==> src/rtl/boot_pkg.sv <==
// Shared state encodings and baud-rate derivation for the UART boot loader.
package boot_pkg;

  typedef logic [2:0] state_t;
  localparam state_t LEN0 = 3'd0;
  localparam state_t LEN1 = 3'd1;
  localparam state_t DATA = 3'd2;
  localparam state_t DONE = 3'd3;
  localparam state_t ERR  = 3'd4;

  typedef logic [1:0] rx_state_t;
  localparam rx_state_t IDLE  = 2'd0;
  localparam rx_state_t START = 2'd1;
  localparam rx_state_t BITS  = 2'd2;
  localparam rx_state_t STOP  = 2'd3;

  function automatic int clks_per_bit(input int clk_hz, input int baud);
    return clk_hz / baud;
  endfunction

endpackage

==> src/rtl/uart_rx.sv <==
// 8N1 UART receiver: synchroniser, baud counter and bit FSM producing byte/error pulses.
module uart_rx
  import boot_pkg::*;
#(
  parameter int CLKS_PER_BIT = 104
) (
  input  logic       clk,
  input  logic       rst_n,
  input  logic       rx,
  output logic       rx_valid,
  output logic [7:0] rx_byte,
  output logic       frame_err
);

  localparam logic [15:0] HALF_M1 = 16'(CLKS_PER_BIT / 2 - 1);
  localparam logic [15:0] FULL_M1 = 16'(CLKS_PER_BIT - 1);

  logic        sync1;
  logic        sync2;
  logic        prev;
  rx_state_t   state;
  logic [15:0] cnt;
  logic [2:0]  bit_idx;
  logic [7:0]  shreg;

  always_ff @(posedge clk or negedge rst_n) begin
    if (!rst_n) begin
      sync1     <= 1'b1;
      sync2     <= 1'b1;
      prev      <= 1'b1;
      state     <= IDLE;
      cnt       <= '0;
      bit_idx   <= '0;
      shreg     <= '0;
      rx_valid  <= 1'b0;
      rx_byte   <= '0;
      frame_err <= 1'b0;
    end else begin
      sync1     <= rx;
      sync2     <= sync1;
      prev      <= sync2;
      rx_valid  <= 1'b0;
      frame_err <= 1'b0;
      case (state)
        // Edge-triggered start so a line left low after a bad stop bit does not retrigger.
        IDLE: begin
          if (prev && !sync2) begin
            state <= START;
            cnt   <= '0;
          end
        end
        START: begin
          if (cnt == HALF_M1) begin
            cnt <= '0;
            if (sync2) begin
              state <= IDLE;
            end else begin
              state   <= BITS;
              bit_idx <= '0;
            end
          end else begin
            cnt <= cnt + 16'd1;
          end
        end
        BITS: begin
          if (cnt == FULL_M1) begin
            cnt     <= '0;
            shreg   <= {sync2, shreg[7:1]};
            bit_idx <= bit_idx + 3'd1;
            if (bit_idx == 3'd7) state <= STOP;
          end else begin
            cnt <= cnt + 16'd1;
          end
        end
        default: begin
          if (cnt == FULL_M1) begin
            cnt   <= '0;
            state <= IDLE;
            if (sync2) begin
              rx_valid <= 1'b1;
              rx_byte  <= shreg;
            end else begin
              frame_err <= 1'b1;
            end
          end else begin
            cnt <= cnt + 16'd1;
          end
        end
      endcase
    end
  end

endmodule

==> src/rtl/uart_boot_loader.sv <==
// Loads a length-prefixed program image from UART into instruction memory and
// holds the core in reset until the image is complete.
module uart_boot_loader
  import boot_pkg::*;
#(
  parameter int CLK_HZ    = 12_000_000,
  parameter int BAUD      = 115_200,
  parameter int ADDR_W    = 10,
  parameter int MAX_WORDS = 1024
) (
  input  logic              clk,
  input  logic              rst_n,
  input  logic              uart_rx,
  output logic              mem_we,
  output logic [ADDR_W-1:0] mem_addr,
  output logic [31:0]       mem_wdata,
  output logic              core_rst_n,
  output logic              busy,
  output logic              error
);

  localparam int          CPB     = clks_per_bit(CLK_HZ, BAUD);
  localparam logic [15:0] MAX_LEN = 16'(MAX_WORDS);

  logic              rx_valid;
  logic [7:0]        rx_byte;
  logic              frame_err;
  state_t            state;
  logic [15:0]       len;
  logic [1:0]        byte_cnt;
  logic [ADDR_W-1:0] word_idx;
  logic [31:0]       shreg;
  logic [15:0]       new_len;
  logic [15:0]       addr_ext;
  logic [31:0]       next_word;

  uart_rx #(
    .CLKS_PER_BIT(CPB)
  ) u_rx (
    .clk      (clk),
    .rst_n    (rst_n),
    .rx       (uart_rx),
    .rx_valid (rx_valid),
    .rx_byte  (rx_byte),
    .frame_err(frame_err)
  );

  assign new_len   = {rx_byte, len[7:0]};
  assign addr_ext  = 16'(mem_addr);
  assign next_word = {rx_byte, shreg[31:8]};

  always_ff @(posedge clk or negedge rst_n) begin
    if (!rst_n) begin
      state     <= LEN0;
      len       <= '0;
      byte_cnt  <= '0;
      word_idx  <= '0;
      shreg     <= '0;
      mem_we    <= 1'b0;
      mem_addr  <= '0;
      mem_wdata <= '0;
    end else begin
      mem_we <= 1'b0;
      case (state)
        LEN0: begin
          if (frame_err) begin
            state <= ERR;
          end else if (rx_valid) begin
            len[7:0] <= rx_byte;
            state    <= LEN1;
          end
        end
        LEN1: begin
          if (frame_err) begin
            state <= ERR;
          end else if (rx_valid) begin
            len[15:8] <= rx_byte;
            byte_cnt  <= '0;
            word_idx  <= '0;
            if (new_len == 16'd0)         state <= DONE;
            else if (new_len > MAX_LEN)   state <= ERR;
            else                          state <= DATA;
          end
        end
        DATA: begin
          if (frame_err) begin
            state <= ERR;
          end else if (mem_we && addr_ext == len - 16'd1) begin
            // Finish in the cycle after the final strobe so no write goes past len-1.
            state <= DONE;
          end else if (rx_valid) begin
            shreg    <= next_word;
            byte_cnt <= byte_cnt + 2'd1;
            if (byte_cnt == 2'd3) begin
              mem_we    <= 1'b1;
              mem_addr  <= word_idx;
              mem_wdata <= next_word;
              word_idx  <= word_idx + 1'b1;
            end
          end
        end
        default: ;
      endcase
    end
  end

  assign core_rst_n = (state == DONE);
  assign busy       = (state == LEN1) || (state == DATA);
  assign error      = (state == ERR);

endmodule

==> config.mk <==
export PLATFORM = sky130hd
export DESIGN_NAME = uart_boot_loader
export DESIGN_NICKNAME = d
export VERILOG_FILES = /design/src/rtl/boot_pkg.sv /design/src/rtl/uart_rx.sv /design/src/rtl/uart_boot_loader.sv
export SDC_FILE = /design/constraint.sdc
export NUM_CORES = 1
export LEC_CHECK = 0
export BUFFER_PORTS_ARGS = -buffer_cell sky130_fd_sc_hd__buf_4
export CAP_MARGIN = 20
export CORE_UTILIZATION = 45
export DETAILED_ROUTE_END_ITERATION = 12
export HOLD_SLACK_MARGIN = 0.02
export MAX_ROUTING_LAYER = met4
export PLACE_DENSITY = 0.65
export SYNTH_ARGS = -nofsm -noshare
export SYNTH_HDL_FRONTEND = slang
export SYNTH_SLANG_ARGS = --single-unit
==> constraint.sdc <==
create_clock -name clk -period 3.3 [get_ports clk]
set_input_delay 0.495 -clock clk [delete_from_list [all_inputs] [get_ports clk]]
set_output_delay 0.495 -clock clk [all_outputs]
set_load 0.01 [all_outputs]
==> results.yml <==
status:
  status: "finished, final reports clean"
cts:
  clk_latency_ps: 410
  clk_pin_slew_ps: 60
  cts_buffers: 17
  htreeDepth: 4
  clk_path_buf_depth: 2
  cts_sinks: 140
  clock-root-buffer: "clkbuf_16"
  cts_tree: "built"
timing:
  slew_violations: 0
  rsz0062_at_grt: "no"
  finalCritPeriodShare_pct: 94.21
  hold_viol: 0
  setup_viol: 0
  max_clock_freq_ghz: 0.3216
  fin_crit_ps: 3109
  worst_slew_pin_slew_ps: 701.4
  skew_ps: 9.005
  slew_headroom_pct: 53.24
  finalSetupTns_ps: 0
synthesis:
  synth_edf_count: 0
  synth_area_leader_cell: "dfrtp_1"
  synth_cells: 540
  yosysMostFrequentCell: "dfrtp_1"
  synth_seq_area_share_pct: 55.12
  yosysWarnings: 0
  synth.area.top_cells: "dfrtp_1 54%, mux2_2 14%, nand2_1 3.6%, xor2_1 2.1%, mux2_1 1.9%"
  synth_common_cells: "137 x dfrtp_1, 77 x mux2_2, 61 x nand2_1, 30 x nor2_1, 19 x o21ai_0"
  ys_types: 51
  yosysTopAreaCellShare_pct: 53.88
  ys_ff_latch: 140
  syn-num-nets: 550
  syn_avg_cell_area_sq_um: 11.78
  syn_area_sq_mm: 0.006362
  ys_async_sr_fraction_pct: 100.0
  ys.flop_type: "dfrtp_1"
finish:
  fin_nets: 624
  antenna_cells: 0
  n_fill_cell: 1178
  area_growth_pct: 20.59
  drive_gt1_share_pct: 31.58
  multi_input_area_sq_mm: 0.002705
  seqCellArea_sq_mm: 0.003507
power_and_ir_drop:
  seq_power_share_pct: 47.0
  comb_power_share_pct: 5.0
  power.total_mw: 3.793
  p_int_mw: 2.889
  p_sw_uw: 904.2
  clkPwrFrac_pct: 48.0
  p_sw_share_pct: 23.84
  irDropWorstVdd_mv: 0.3811
  powerDensity_mw_per_mm2: 494.4
  p_leak_nw: 3.775
setup_path:
  end_kind: "flip-flop"
  cp-start-kind: "flip-flop"
  crit_path_top_delay_cell: "or4b_4"
  path_cells: "inv_1 > ha_1 > or4b_4 > o21a_1 > nor4_2 > nand2_1 > nor4_4 > buf_6 > nor3_4 > buf_12 > mux2_2"
  worstPathBufferInverterCount: 3
  max_stage_delay_ps: 520
  setup.worst_path.class: "reg -> reg"
  worstPathRequired_ps: 3600
  arrival_ps: 3410
  worstPathMaxFanout: 26
  crit_family: "simple AND/OR/NAND/NOR gates"
global_route:
  grt_pass1_wl_um: 23160
  grt_max_degree: 73
  gr-max-usage-layer: "met2"
  antenna_found_initial: 0
  grt_pass1_vias: 4422
  met3_usage_pct: 5.028
  grt-ovfl-total: 0
  use_met2_pct: 32.96
  met1_usage_pct: 27.45
  grt_usage_pct: 21.29
detailed_routing:
  routed_wl_um: 13780
  drc: 0
  ant_nets: 0
  first_pass_iters: 4
  drt_iter0_drc: 241
  via_per_inst: 5.486
  vias: 4427
  wl_per_cell_um: 17.07
place:
  post-dp-hpwl_um: 9193
  portBuffers: 48
  gp_congestion: 0.8519
floorplan:
  fp.dieW_um: 120.9
  coreArea_sq_mm: 0.01383
  die_h_um: 120.9
  start_util_pct: 46.01
  row_count: 43
  io_pins: 49
  dieArea_sq_mm: 0.01462
worst_hold_path:
  hold_class: "in -> async"
flow_run:
  maxCapViolations: 0
-- cells by family after synthesis --
group / synth area share (%)
and+or+nand+nor: 14.42
DFF: 55.12
muxes: 16.36
AOI/OAI and AO/OA: 6.510
buffers and inverters: 2.498
xor gates and xnor gates: 3.717
adders and majority gates: 1.377
-- registers in the layout, summed over array words and instances, names as in the netlist, 2 cells and up --
signal	cells
u_rx.state	2
shreg	24
u_rx.cnt	16
mem_wdata	32
byte_cnt	2
len	16
u_rx.shreg	8
u_rx.rx_byte	8
u_rx.bit_idx	3
word_idx	10
state	3
mem_addr	10
-- cell usage in the layout (no fill, tap or decap), types with 4 or more instances in the layout --
master and count:
mux2i_1 5, nand2b_1 5, and2_1 4, nor2_1 30, nor4_1 5, xor2_1 15, o21a_1 5, nand2_1 61
o21ai_0 19, nor3b_1 4, inv_1 11, ha_1 7, nor3_1 13, clkbuf_16 17, buf_4 72, dfrtp_1 137
a31oi_1 4, mux2_2 77, xnor2_1 12, mux2_1 11, nand3_1 14, clkinv_4 4, o31ai_1 6, or2_2 4
a21oi_1 10, or4_1 9, nand4_1 7, and3_1 6
-- final cells by class --
cell class	count	area share [%]
clock buffer	21	6.001
timing repair buffer	77	8.121
multi-input combinational	367	35.26
tap	180	2.935
sequential	140	45.71
clock inverter	11	1.435
inverter	11	0.5382
-- worst register-to-register path, cell delays in order, from the launching register on --
cell and delay (ps):
dfrtp_1 390, inv_1 110, ha_1 170, or4b_4 520, o21a_1 210, nor4_2 310
nand2_1 140, nor4_4 380, buf_6 230, nor3_4 70, buf_12 180, mux2_2 300
-- timing repair --
action,in CTS,in global routing
pin swaps,1,1
hold buffers,0,0
endpoints found under the setup margin,4,51
setup buffers,0,9
gates resized for setup,0,2
-- power by group through the flow --
stage          logic, mW  clock network (mW)  registers (mW)
2_1_floorplan      0.121                   0            1.80
3_3_place_gp       0.180                   0            1.81
3_5_place_dp       0.190                   0            1.81
4_1_cts            0.192                1.86            1.78
5_1_grt            0.223                1.93            1.79
6_report           0.190                1.82            1.78
-- layer usage --
metal | routed length [um] | up-vias
met5 | 0 | -
met4 | 246 | 0
met3 | 606 | 23
met2 | 6625 | 98
met1 | 6298 | 2226
li1 | - | 2080
-- stage by stage --
step | instances | hold slack (ps) | util [%] | setup slack (ps) | instance area, sq um
floorplan | 540 | 199.4 | - | 193.7 | 6362
global placement | 766 | 349.1 | 50.82 | 56.87 | 7027
detailed placement | 766 | 349.8 | 50.82 | 20.09 | 7027
CTS | 798 | 130.2 | 54.95 | 17.91 | 7597
global route | 807 | 153.1 | 55.49 | 31.77 | 7672
finish | 807 | 99.28 | 55.49 | 190.9 | 7672
-- final timing paths --
kind,startpoint,cells past startpoint,to,slack (ps)
setup / recovery,len[1],11,shreg[19],190
hold / removal,rst_n,1,state[2],100
setup reg to reg,len[1],11,shreg[19],190
hold reg to reg,u_rx.sync1,0,u_rx.sync2,350
max in group asynchronous,rst_n,2,shreg[29],2390
min in group clk,uart_rx,1,u_rx.sync1,190
Note: power is estimated with default switching activity, not from simulation.
